### config.mk
export PLATFORM = sky130hd
export DESIGN_NAME = mul_div_unit
export DESIGN_NICKNAME = d
export VERILOG_FILES = /design/src/rtl/mul_div_unit.sv
export SDC_FILE = /design/constraint.sdc
export NUM_CORES = 1
export LEC_CHECK = 0
export ABC_AREA = 1
export BUFFER_PORTS_ARGS = -buffer_cell sky130_fd_sc_hd__buf_2
export CORE_MARGIN = 2
export CORE_UTILIZATION = 50
export CTS_BUF_LIST = sky130_fd_sc_hd__clkbuf_8
export DETAILED_ROUTE_END_ITERATION = 8
export PLACE_DENSITY = 0.76
export SYNTH_ARGS = -nofsm -noshare
export SYNTH_HDL_FRONTEND = slang
export SYNTH_SLANG_ARGS = --single-unit
### constraint.sdc
create_clock -name clk -period 7.6 [get_ports clk]
set_clock_uncertainty 0.05 [all_clocks]
set_input_delay 0.76 -clock clk [delete_from_list [all_inputs] [get_ports clk]]
set_output_delay 0.76 -clock clk [all_outputs]
set_load 0.01 [all_outputs]
### src/rtl/mul_div_unit.sv
// mul_div_unit -- iterative multiply/divide unit for the execute stage.
//
// One result bit is produced per clock. Multiplies use unsigned shift-add and
// divides use unsigned restoring division. A start/busy/done handshake
// connects the unit to the control unit, which stalls while busy is high. The
// result goes back to the register file as a one-cycle writeback pulse.
//
// Ports
//   clk          rising-edge clock
//   rst          asynchronous reset, active-high
//   start        request; only sampled in IDLE
//   flush        synchronous abort; the next edge always lands in IDLE
//   op           00 MUL low, 01 UMUL high, 10 UDIV, 11 UREM
//   operand_a    multiplicand / dividend
//   operand_b    multiplier / divisor
//   rd_in        destination register index
//   busy         high while iterating (CALC)
//   done         one-cycle pulse in DONE
//   div_by_zero  qualified by done; divide op with operand_b == 0
//   wb_en        register-file write enable (same as done)
//   wb_addr      destination index latched with the result
//   wb_data      result; holds until the next completed operation
module mul_div_unit #(
  parameter int WIDTH = 32
) (
  input  logic             clk,
  input  logic             rst,
  input  logic             start,
  input  logic             flush,
  input  logic [1:0]       op,
  input  logic [WIDTH-1:0] operand_a,
  input  logic [WIDTH-1:0] operand_b,
  input  logic [3:0]       rd_in,
  output logic             busy,
  output logic             done,
  output logic             div_by_zero,
  output logic             wb_en,
  output logic [3:0]       wb_addr,
  output logic [WIDTH-1:0] wb_data
);

  localparam int            CW   = (WIDTH > 1) ? $clog2(WIDTH) : 1;
  localparam logic [CW-1:0] LAST = CW'(WIDTH - 1);

  typedef enum logic [1:0] {IDLE, CALC, DONE} state_t;

  state_t             state, state_nxt;
  logic [1:0]         op_q;
  logic [WIDTH-1:0]   a_q;        // multiplicand, or dividend shifted out MSB first
  logic [WIDTH-1:0]   b_q;        // multiplier shifted out LSB first, or divisor
  logic [3:0]         rd_q;
  logic               dbz_q;
  logic [2*WIDTH-1:0] acc, acc_nxt;
  logic [CW-1:0]      cnt;

  logic               accept, last_iter;
  logic [WIDTH-1:0]   addend, rem_diff, rem_new;
  logic [WIDTH:0]     mul_sum, rem_sh;
  logic               rem_ge;

  assign accept    = (state == IDLE) && start && !flush;
  assign last_iter = (state == CALC) && (cnt == LAST);

  // State register
  // NOTE: sequential state is updated with non-blocking assignments only, so
  // every register samples values from before the edge regardless of block order.
  always_ff @(posedge clk or posedge rst) begin
    if (rst) state <= IDLE;
    else     state <= state_nxt;
  end

  // Next-state logic
  // NOTE: every output of a combinational block gets a default first; otherwise
  // a path that skips an assignment infers a latch.
  always_comb begin
    state_nxt = state;
    if (flush) begin
      state_nxt = IDLE;
    end else begin
      unique case (state)
        IDLE:    if (start)     state_nxt = CALC;
        CALC:    if (last_iter) state_nxt = DONE;
        DONE:                   state_nxt = IDLE;
        default:                state_nxt = IDLE;
      endcase
    end
  end

  // One iteration of either algorithm. acc holds {high, low}:
  //   multiply: running partial product, shifted right once per step
  //   divide:   {remainder, quotient}; quotient bits enter at the LSB
  always_comb begin
    addend   = b_q[0] ? a_q : '0;
    mul_sum  = {1'b0, acc[2*WIDTH-1:WIDTH]} + {1'b0, addend};
    rem_sh   = {acc[2*WIDTH-1:WIDTH], a_q[WIDTH-1]};
    rem_ge   = (rem_sh >= {1'b0, b_q});
    // Only used when rem_ge, so the result always fits in WIDTH bits.
    rem_diff = rem_sh[WIDTH-1:0] - b_q;
    rem_new  = rem_ge ? rem_diff : rem_sh[WIDTH-1:0];
    if (op_q[1]) acc_nxt = {rem_new, acc[WIDTH-2:0], rem_ge};
    else         acc_nxt = {mul_sum, acc[WIDTH-1:1]};
  end

  // Datapath. A divisor of zero needs no special path: every step subtracts
  // zero. This gives an all-ones quotient and a remainder equal to the dividend.
  always_ff @(posedge clk or posedge rst) begin
    if (rst) begin
      op_q    <= '0;
      a_q     <= '0;
      b_q     <= '0;
      rd_q    <= '0;
      dbz_q   <= 1'b0;
      acc     <= '0;
      cnt     <= '0;
      wb_addr <= '0;
      wb_data <= '0;
    end else if (accept) begin
      op_q  <= op;
      a_q   <= operand_a;
      b_q   <= operand_b;
      rd_q  <= rd_in;
      dbz_q <= op[1] && (operand_b == '0);
      acc   <= '0;
      cnt   <= '0;
    end else if ((state == CALC) && !flush) begin
      acc <= acc_nxt;
      cnt <= cnt + 1'b1;
      if (op_q[1]) a_q <= a_q << 1;
      else         b_q <= b_q >> 1;
      if (last_iter) begin
        // op[0] selects the upper half: product high or remainder.
        wb_data <= op_q[0] ? acc_nxt[2*WIDTH-1:WIDTH] : acc_nxt[WIDTH-1:0];
        wb_addr <= rd_q;
      end
    end
  end

  assign busy        = (state == CALC);
  assign done        = (state == DONE);
  assign wb_en       = done;
  assign div_by_zero = done && dbz_q;

endmodule
# Word level (Yosys, flattened, before mapping)
# Cells that the tools add are included.
[op_classes]
addsub = 3
mux = 18
bitwise_logic = 1
reduce_logical = 15
mul = 0
shifts = 0
eq_ne = 6
order_cmp = 1
div_mod_pow = 0
[ops]
columns = ["operator", "count"]
rows = [
  ["$mux 32", 9],
  ["$mux 64", 3],
  ["$add 32x32->33", 1],
  ["$ge 33x32->1", 1],
  ["$logic_not 32->1", 1],
  ["$sub 32x32->32", 1],
  ["$mux 5", 2],
  ["$logic_and 1x1->1", 6],
  ["$mux 2", 3],
  ["$reduce_and 2->1", 3],
  ["$add 5x1->5 const B", 1],
  ["$eq 5x5->1 const B", 1],
  ["$pmux 2 s2", 1],
  ["$reduce_bool 2->1", 2],
  ["$ne 3x2->1 const B", 1],
  ["$ne 3x3->1 const B", 1],
  ["$reduce_and 3->1", 1],
  ["$eq 2x1->1 const B", 1],
  ["$eq 2x2->1 const B", 1],
  ["$logic_not 2->1", 1],
  ["$ne 2x1->1 const B", 1],
  ["$logic_not 1->1", 1],
  ["$not 1->1", 1],
]
[word_totals]
mem_bits_rw = 0
latch_bits = 0
word_cells = 54
mem_bits_ro = 0
memories = 0
regBits = 178

# Logic depth before layout (Yosys ltp)
# Gate-level depths: netlist (run 1).
[logic_depth]
ltp_word = 5
depth_mapped = 20

# Worst setup path before layout (run 1)
# OpenSTA, ideal clock, no wires.
[synth_timing]
kind = "register to register"
start = "register b_q[0]"
end = "register wb_data[23]"
path_slack_ns = 5.034
path_stages_with_launch = 17
arrival_time_ns = 2.399
path_buffers = 1
setup_time_ns = 0.116
path_cell_list = "dfrtp_1 > clkbuf_1 > nand2_1 > inv_1 > ha_1 > inv_1 > fa_1 > o21ai_1 > inv_1 > o21bai_1 > nand2_1 > nand3_1 > nand2_1 > nand3_1 > nand3_1 > nand2_1 > nand2_1"
[synth_via]
elab_chain_cells = 4
elab_cells_between_ends = 7
cone_classes = "2 x add/sub; 1 x order compare; 4 x mux"
[synth_rtl]
columns = ["element", "line_no", "source"]
rows = [
  ["start: declaration", "50", "logic [WIDTH-1:0] b_q;"],
  ["start signal: assignment", "120", "b_q <= operand_b;"],
  ["start signal: assignment", "129", "else b_q <= b_q >> 1;"],
  ["$mux 32, or another cell as far along", "93", "addend = b_q[0] ? a_q : '0;"],
  ["$add 32x32->33 / $mux 32 (equally long branches)", "94, 99", ""],
  ["$mux 64 (*)", "100", "if (op_q[1]) acc_nxt = {rem_new, acc[WIDTH-2:0], rem_ge};"],
  ["$mux 32 (*)", "132", "wb_data <= op_q[0] ? acc_nxt[2*WIDTH-1:WIDTH] : acc_nxt[WIDTH-1:0];"],
  ["end signal: assignment", "132", ""],
  ["end: declaration", "39", "output logic [WIDTH-1:0] wb_data"],
]
# Mark *: on every way between the ends. The rest lies on a longest branch, timed or not.
# A chain may end at the register's enable or synchronous reset.

# Final worst setup path (run 1)
[layout_timing]
start = "register b_q[0]"
end = "register wb_data[15]"
# The elaborated chain is that of the path after synthesis.

==> flow_metrics.py, run 1 <==
metrics = {
    "clocking": {
        "postCtsSetupRepairBufs": 0,
        "clock-sinks": 178,
        "clk_path_buf_depth": 2,
        "cts-resized-gates": 0,
        "cts_hold_buf": 0,
        "cts_tree": "yes",
        "insertion_delay_ns": 0.50,
        "cts_inserted_buffers": 17,
        "ctsHtreeMaxLevel": 4,
        "clk_pin_slew_worst_paths_ns": 0.12,
        "cts_root_buf": "clkbuf_8",
    },
    "worst_setup_path": {
        "critPathBufInv": 1,
        "critical_path.max_fanout": 34,
        "start_kind": "flop",
        "critPathMaxStageDelay_ns": 0.72,
        "cp.depth": 15,
        "endpoint_kind": "flop",
        "path_class": "flop to flop",
        "critical-path-top-delay-family": "simple AND/OR/NAND/NOR gates",
        "worst_path_max_delay_cell": "nand2_1",
        "path_common_cell": "nand2_1",
        "required_ns": 7.98,
        "crit_arrival_ns": 4.11,
        "r2r_cells": 15,
        "path_cells": "buf_4 > ha_1 > nand2_1 > nor2_1 > nand3_1 > nor2_1 > nand2_1 > nand2_2 > nor2_4 > nand2_1 > nand2_1 > nand3_1 > nand3_1 > nand2_1 > nand2_1",
    },
    "logic_synthesis": {
        "async_reset_ff_share_pct": 100.0,
        "yosysSeqAreaShare_pct": 32.32,
        "synth.mux.area_fraction_pct": 0,
        "ys_ff_latch": 178,
        "synth_nets": 2334,
        "synth_flop_cell": "dfrtp_1",
        "synth-xor-area-share_pct": 1.017,
        "synthCells": 2191,
        "synthTopCellsByArea": "dfrtp_1, nand2_1, inv_1",
        "synth_top_family_by_area": "simple AND/OR/NAND/NOR gates",
        "yosys.area.top_type_share_pct": 32.32,
        "synthAdderAreaFrac_pct": 6.373,
        "syn_area_sq_mm": 0.01378,
        "synth_edf_count": 0,
        "synth.avg_cell_area_sq_um": 6.290,
        "synth_cell_types": 42,
        "synth_compound_area_share_pct": 13.00,
        "yosys.area_share.simple_pct": 36.11,
        "yosys.area.top_type": "dfrtp_1",
        "yosysWarnings": 0,
    },
    "sta": {
        "fin_crit_sh_pct": 49.12,
        "max_freq_mhz": 267.9,
        "min_period_ns": 3.733,
        "fin_tns_setup_ns": 0,
        "rsz0062_at_grt": "false",
        "drv_slew": 0,
        "timing_hold_violations_final": 0,
        "setup_violations": 0,
        "tightestPinTransition_ns": 1.082,
        "holdWs_ns": 0.2502,
        "slew-limit-headroom_pct": 27.88,
    },
    "route": {
        "vias": 14570,
        "wl_per_cell_um": 18.05,
        "ant_nets": 0,
        "dr.pass1.iters": 6,
        "vias_per_cell": 5.587,
        "wl_um": 47080,
        "drcViolationCount": 0,
        "drtIter0Drc": 1606,
    },
    "cells_and_area": {
        "final_cell_mix": "nand2_1, inv_1, nor2_1",
        "area_growth_pct": 8.397,
        "final_common_cell": "nand2_1",
        "nets": 2398,
        "antenna_cells": 0,
        "drive_gt1_share_pct": 8.822,
    },
    "grt": {
        "grt_pass1_wl_um": 74450,
        "grt_overflow": 0,
        "track_usage_pct": 33.42,
        "grt_pass1_vias": 13587,
        "antenna_found_initial": 0,
        "grt_max_degree": 107,
    },
    "pwr": {
        "totalPowerFinal_mw": 5.818,
        "leakagePower_nw": 8.356,
        "power.density_mw_per_mm2": 389.4,
        "ir_worst_vdd_mv": 0.1995,
    },
    "hold_path": {
        "hp-class": "primary input to asynchronous set/reset pin",
    },
    "run": {
        "cap_violations": 0,
    },
    "place": {
        "place.detailed.hpwl_um": 36710,
        "gp_congestion": 1.031,
        "io_buffers": 113,
    },
    "floorplanning": {
        "core_sq_mm": 0.02703,
        "ios": 114,
        "rows": 60,
        "fp.dieW_um": 170.0,
        "dieArea_sq_mm": 0.02891,
        "die_y_um": 170.0,
        "initial_core_util_pct": 51.00,
    },
    "status": {
        "outcome": "complete, no violations",
    },
}
-- cells by family (layout without fill, tap and decap cells) --
group / count (synthesis) / count (layout)
compound gates: 323 / 323
simple gates: 1205 / 1205
fa+ha+maj: 69 / 69
buf+inv: 400 / 476
flops: 178 / 178
xor+xnor: 16 / 16
-- flip-flops by register name, indices dropped and copies added (netlist names) --
| register | flops |
|---|---|
| rd_q | 4 |
| state | 2 |
| a_q | 32 |
| op_q | 2 |
| wb_addr | 4 |
| acc | 64 |
| cnt | 5 |
| dbz_q | 1 |
| wb_data | 32 |
| b_q | 32 |
-- per-layer routing --
metal | vias to the layer above | GRT usage, % | part of all wire, %
met5 | - | 0 | 0
met4 | 0 | 14.64 | 4.8
met3 | 107 | 4.488 | 7.3
met2 | 618 | 53.84 | 45
met1 | 6746 | 45.12 | 43
li1 | 7099 | - | -
-- synth_stat cells, types with 3 or more instances --
cell / count
o21ai_1: 6
buf_2: 14
buf_4: 4
a21oi_1: 81
or2_2: 6
nor3_1: 13
o21bai_1: 9
nand2_1: 773
inv_2: 6
o21ai_0: 167
a31oi_1: 3
dfrtp_1: 178
o211ai_1: 30
buf_1: 15
nand3_1: 141
nand2_2: 13
a22o_1: 3
inv_1: 311
nor2_2: 6
nor4_1: 12
nand4_1: 43
nor2_1: 184
clkbuf_1: 47
ha_1: 67
xor2_1: 14
a22oi_1: 8
a21o_1: 4
nand3b_1: 9
o22ai_1: 7
-- path summary, 6_finish.rpt --
| kind | start | endpoint | slack, ns |
|---|---|---|---|
| worst min-delay path | rst | wb_addr[1] | 0.25 |
| worst max register to register | b_q[0] | wb_data[15] | 3.87 |
| min in group clk | operand_a[0] | a_q[0] | 0.41 |
| worst max-delay path | b_q[0] | wb_data[15] | 3.87 |
| worst min register to register | cnt[3] | cnt[3] | 0.42 |
| max in group asynchronous | rst | op_q[1] | 5.89 |
-- layout make-up --
type / instances / area [sq um]
Multi-Input combinational cell: 1613 / 7811
Fill cell: 2772 / 12090
Inverter: 319 / 1202
Clock buffer: 18 / 247.7
Timing Repair Buffer: 126 / 663.1
Tap cell: 341 / 426.7
Sequential cell: 178 / 4457
Clock inverter: 13 / 131.4
-- where the power goes --
group          internal [mW]  switching (mW)
Combinational           1.14            2.66
Sequential              1.14           0.195
Clock                  0.252           0.432
Total                   2.53            3.29
-- through the flow --
stage               cells  setup WS, ns  utilization [%]  area (sq um)
floorplan            2191         1.960                -         13780
global placement     2577         4.076            53.87         14560
detailed placement   2577         4.022            53.87         14560
CTS                  2608         3.995            55.28         14940
global route         2608         3.666            55.28         14940
finish               2608         3.867            55.28         14940
No activity file was read; power rests on OpenSTA's default activity.
==> inputs of run 2 (changes only) <==
Clock period 7.6 ns to 3.5 ns, I/O delays scaled along.
==> run 2 against run 1 <==
  * Final area up 1.2%
  * Clock power up 110%
  * Maximum frequency up 16%
  * Sequential power up 120%
  * Non-clock buffer count up 21
  * Count of clock-buffer cells in the layout down 1
  * First-iteration DRC count up 8.2%
  * Critical path depth down 2
==> flow_metrics.py, run 2 (synthesis results as in run 1) <==
metrics = {
    "status": {
        "outcome": "complete, no violations",
    },
    "floorplanning": {
        "ios": 114,
        "dieArea_sq_mm": 0.02891,
        "fp.dieW_um": 170.0,
        "initial_core_util_pct": 51.00,
        "core_sq_mm": 0.02703,
        "die_y_um": 170.0,
        "rows": 60,
    },
    "sta": {
        "holdWs_ns": 0.007337,
        "fin_tns_setup_ns": 0,
        "slew-limit-headroom_pct": 35.10,
        "timing_hold_violations_final": 0,
        "fin_ws_ns": 0.2684,
        "drv_slew": 0,
        "min_period_ns": 3.232,
        "max_freq_mhz": 309.4,
        "fin_crit_sh_pct": 92.33,
        "rsz0062_at_grt": "false",
        "setup_violations": 0,
        "tightestPinTransition_ns": 0.9735,
    },
    "cells_and_area": {
        "regArea_sq_mm": 0.004457,
        "largest_reg_flops": 64,
        "nFillCells": 2765,
        "drive_gt1_share_pct": 9.349,
        "area_growth_pct": 9.751,
        "final_area_sq_mm": 0.01513,
        "final_common_cell": "nand2_1",
        "nets": 2419,
        "antenna_cells": 0,
        "multiInputGateArea_sq_mm": 0.007811,
        "final_cell_mix": "nand2_1, inv_1, nor2_1",
        "top_register": "acc",
    },
    "route": {
        "vias_per_cell": 5.694,
        "drtIter0Drc": 1737,
        "ant_nets": 0,
        "wl_per_cell_um": 18.83,
        "vias": 14974,
        "drcViolationCount": 0,
        "wl_um": 49520,
        "dr.pass1.iters": 7,
    },
    "pwr": {
        "leakagePower_nw": 8.438,
        "ir_worst_vdd_mv": 0.4497,
        "power.density_mw_per_mm2": 852.3,
    },
    "clocking": {
        "clk_path_buf_depth": 2,
        "cts_root_buf": "clkbuf_8",
        "insertion_delay_ns": 0.52,
        "ctsHtreeMaxLevel": 4,
        "cts_tree": "yes",
        "clock-sinks": 178,
        "clk_pin_slew_worst_paths_ns": 0.10,
        "cts_inserted_buffers": 17,
        "cts-resized-gates": 0,
    },
    "run": {
        "cap_violations": 0,
    },
    "worst_setup_path": {
        "critPathMaxStageDelay_ns": 0.45,
        "r2r_cells": 13,
        "required_ns": 3.85,
        "r2r-end": "wb_data[23]",
        "cp-endpoint": "wb_data[23]",
        "endpoint_kind": "flop",
        "critical_path.max_fanout": 33,
        "path_common_cell": "nand2_1",
        "path_class": "flop to flop",
        "start_kind": "flop",
        "r2r-start": "b_q[0]",
        "cp-startpoint": "b_q[0]",
        "worst_path_max_delay_cell": "fa_1",
        "path_cells": "buf_4 > nand2_1 > fa_1 > o21ai_1 > inv_1 > o21bai_1 > nand2_1 > nand3_1 > nand2_1 > nand3_1 > nand3_1 > nand2_1 > nand2_1",
        "crit_arrival_ns": 3.58,
        "reg2reg_slack_ns": 0.27,
    },
    "grt": {
        "grt_overflow": 0,
        "grt_pass1_wl_um": 77360,
        "grt_pass1_vias": 13935,
        "antenna_found_initial": 0,
        "track_usage_pct": 35.05,
        "grt_max_degree": 105,
    },
    "hold_path": {
        "hp-class": "primary input to flop",
    },
    "place": {
        "placed_cell_area_sq_mm": 0.01470,
        "gp_congestion": 1.066,
        "place.detailed.hpwl_um": 38700,
        "io_buffers": 113,
        "dp_slack_ns": 0.4188,
    },
}
run 2: per-stage QoR:
stage,util (%),std cells,power (mW)
2_1_floorplan,-,2191,8.587
3_3_place_gp,54.38,2592,11.16
3_5_place_dp,54.38,2592,11.17
4_1_cts,55.97,2630,12.68
5_1_grt,55.97,2630,13.89
6_report,55.97,2630,12.89
run 2: worst min path at each step:
stage / start / endpoint / slack [ns] / depth (start not counted)
global route: operand_a[0] / a_q[0] / 0.02 / 3
floorplan: cnt[3] / cnt[3] / 0.38 / 1
detailed placement: wb_data[25] / wb_data[25] / 0.41 / 2
finish: operand_a[0] / a_q[0] / 0.007 / 3
global placement: cnt[3] / cnt[3] / 0.40 / 1
CTS: operand_a[0] / a_q[0] / 0.001 / 3
run 2: area by class of cell:
cell class / instances / share of cell area [%]
sequential: 178 / 29.46
tap: 341 / 2.821
timing repair buffer: 147 / 5.691
clock buffer: 17 / 1.547
inverter: 319 / 7.941
multi-input combinational: 1613 / 51.64
clock inverter: 15 / 0.8934
run 2: where the power goes:
part | leakage (nW) | switching (mW) | total (mW) | internal, mW
Combinational | 5.92 | 5.88 | 8.51 | 2.63
Sequential | 2.34 | 0.447 | 2.92 | 2.47
Clock | 0.180 | 0.891 | 1.46 | 0.568
run 2: layer usage:
layer  track usage (%)  share of wire, %
met4             14.23               4.0
met5                 0                 0
met1             46.70                43
met3             5.465               7.3
met2             57.14                46
run 2: worst max-delay path: cells and delay by family, from the launching register on:
| kind | cells | cell delay, ns |
|---|---|---|
| AOI/OAI and AO/OA | 2 | 0.77 |
| DFF | 1 | 0.36 |
| buffers and inverters | 2 | 0.42 |
| adders and majority gates | 1 | 0.45 |
| and+or+nand+nor | 8 | 1.07 |
run 2: repair_timing:
| item | CTS | global route |
|---|---|---|
| endpoints found under the setup margin | 0 | 0 |
| hold buffers | 6 | 0 |
| endpoints found under the hold margin | 36 | 0 |
| setup buffers | 0 | 0 |
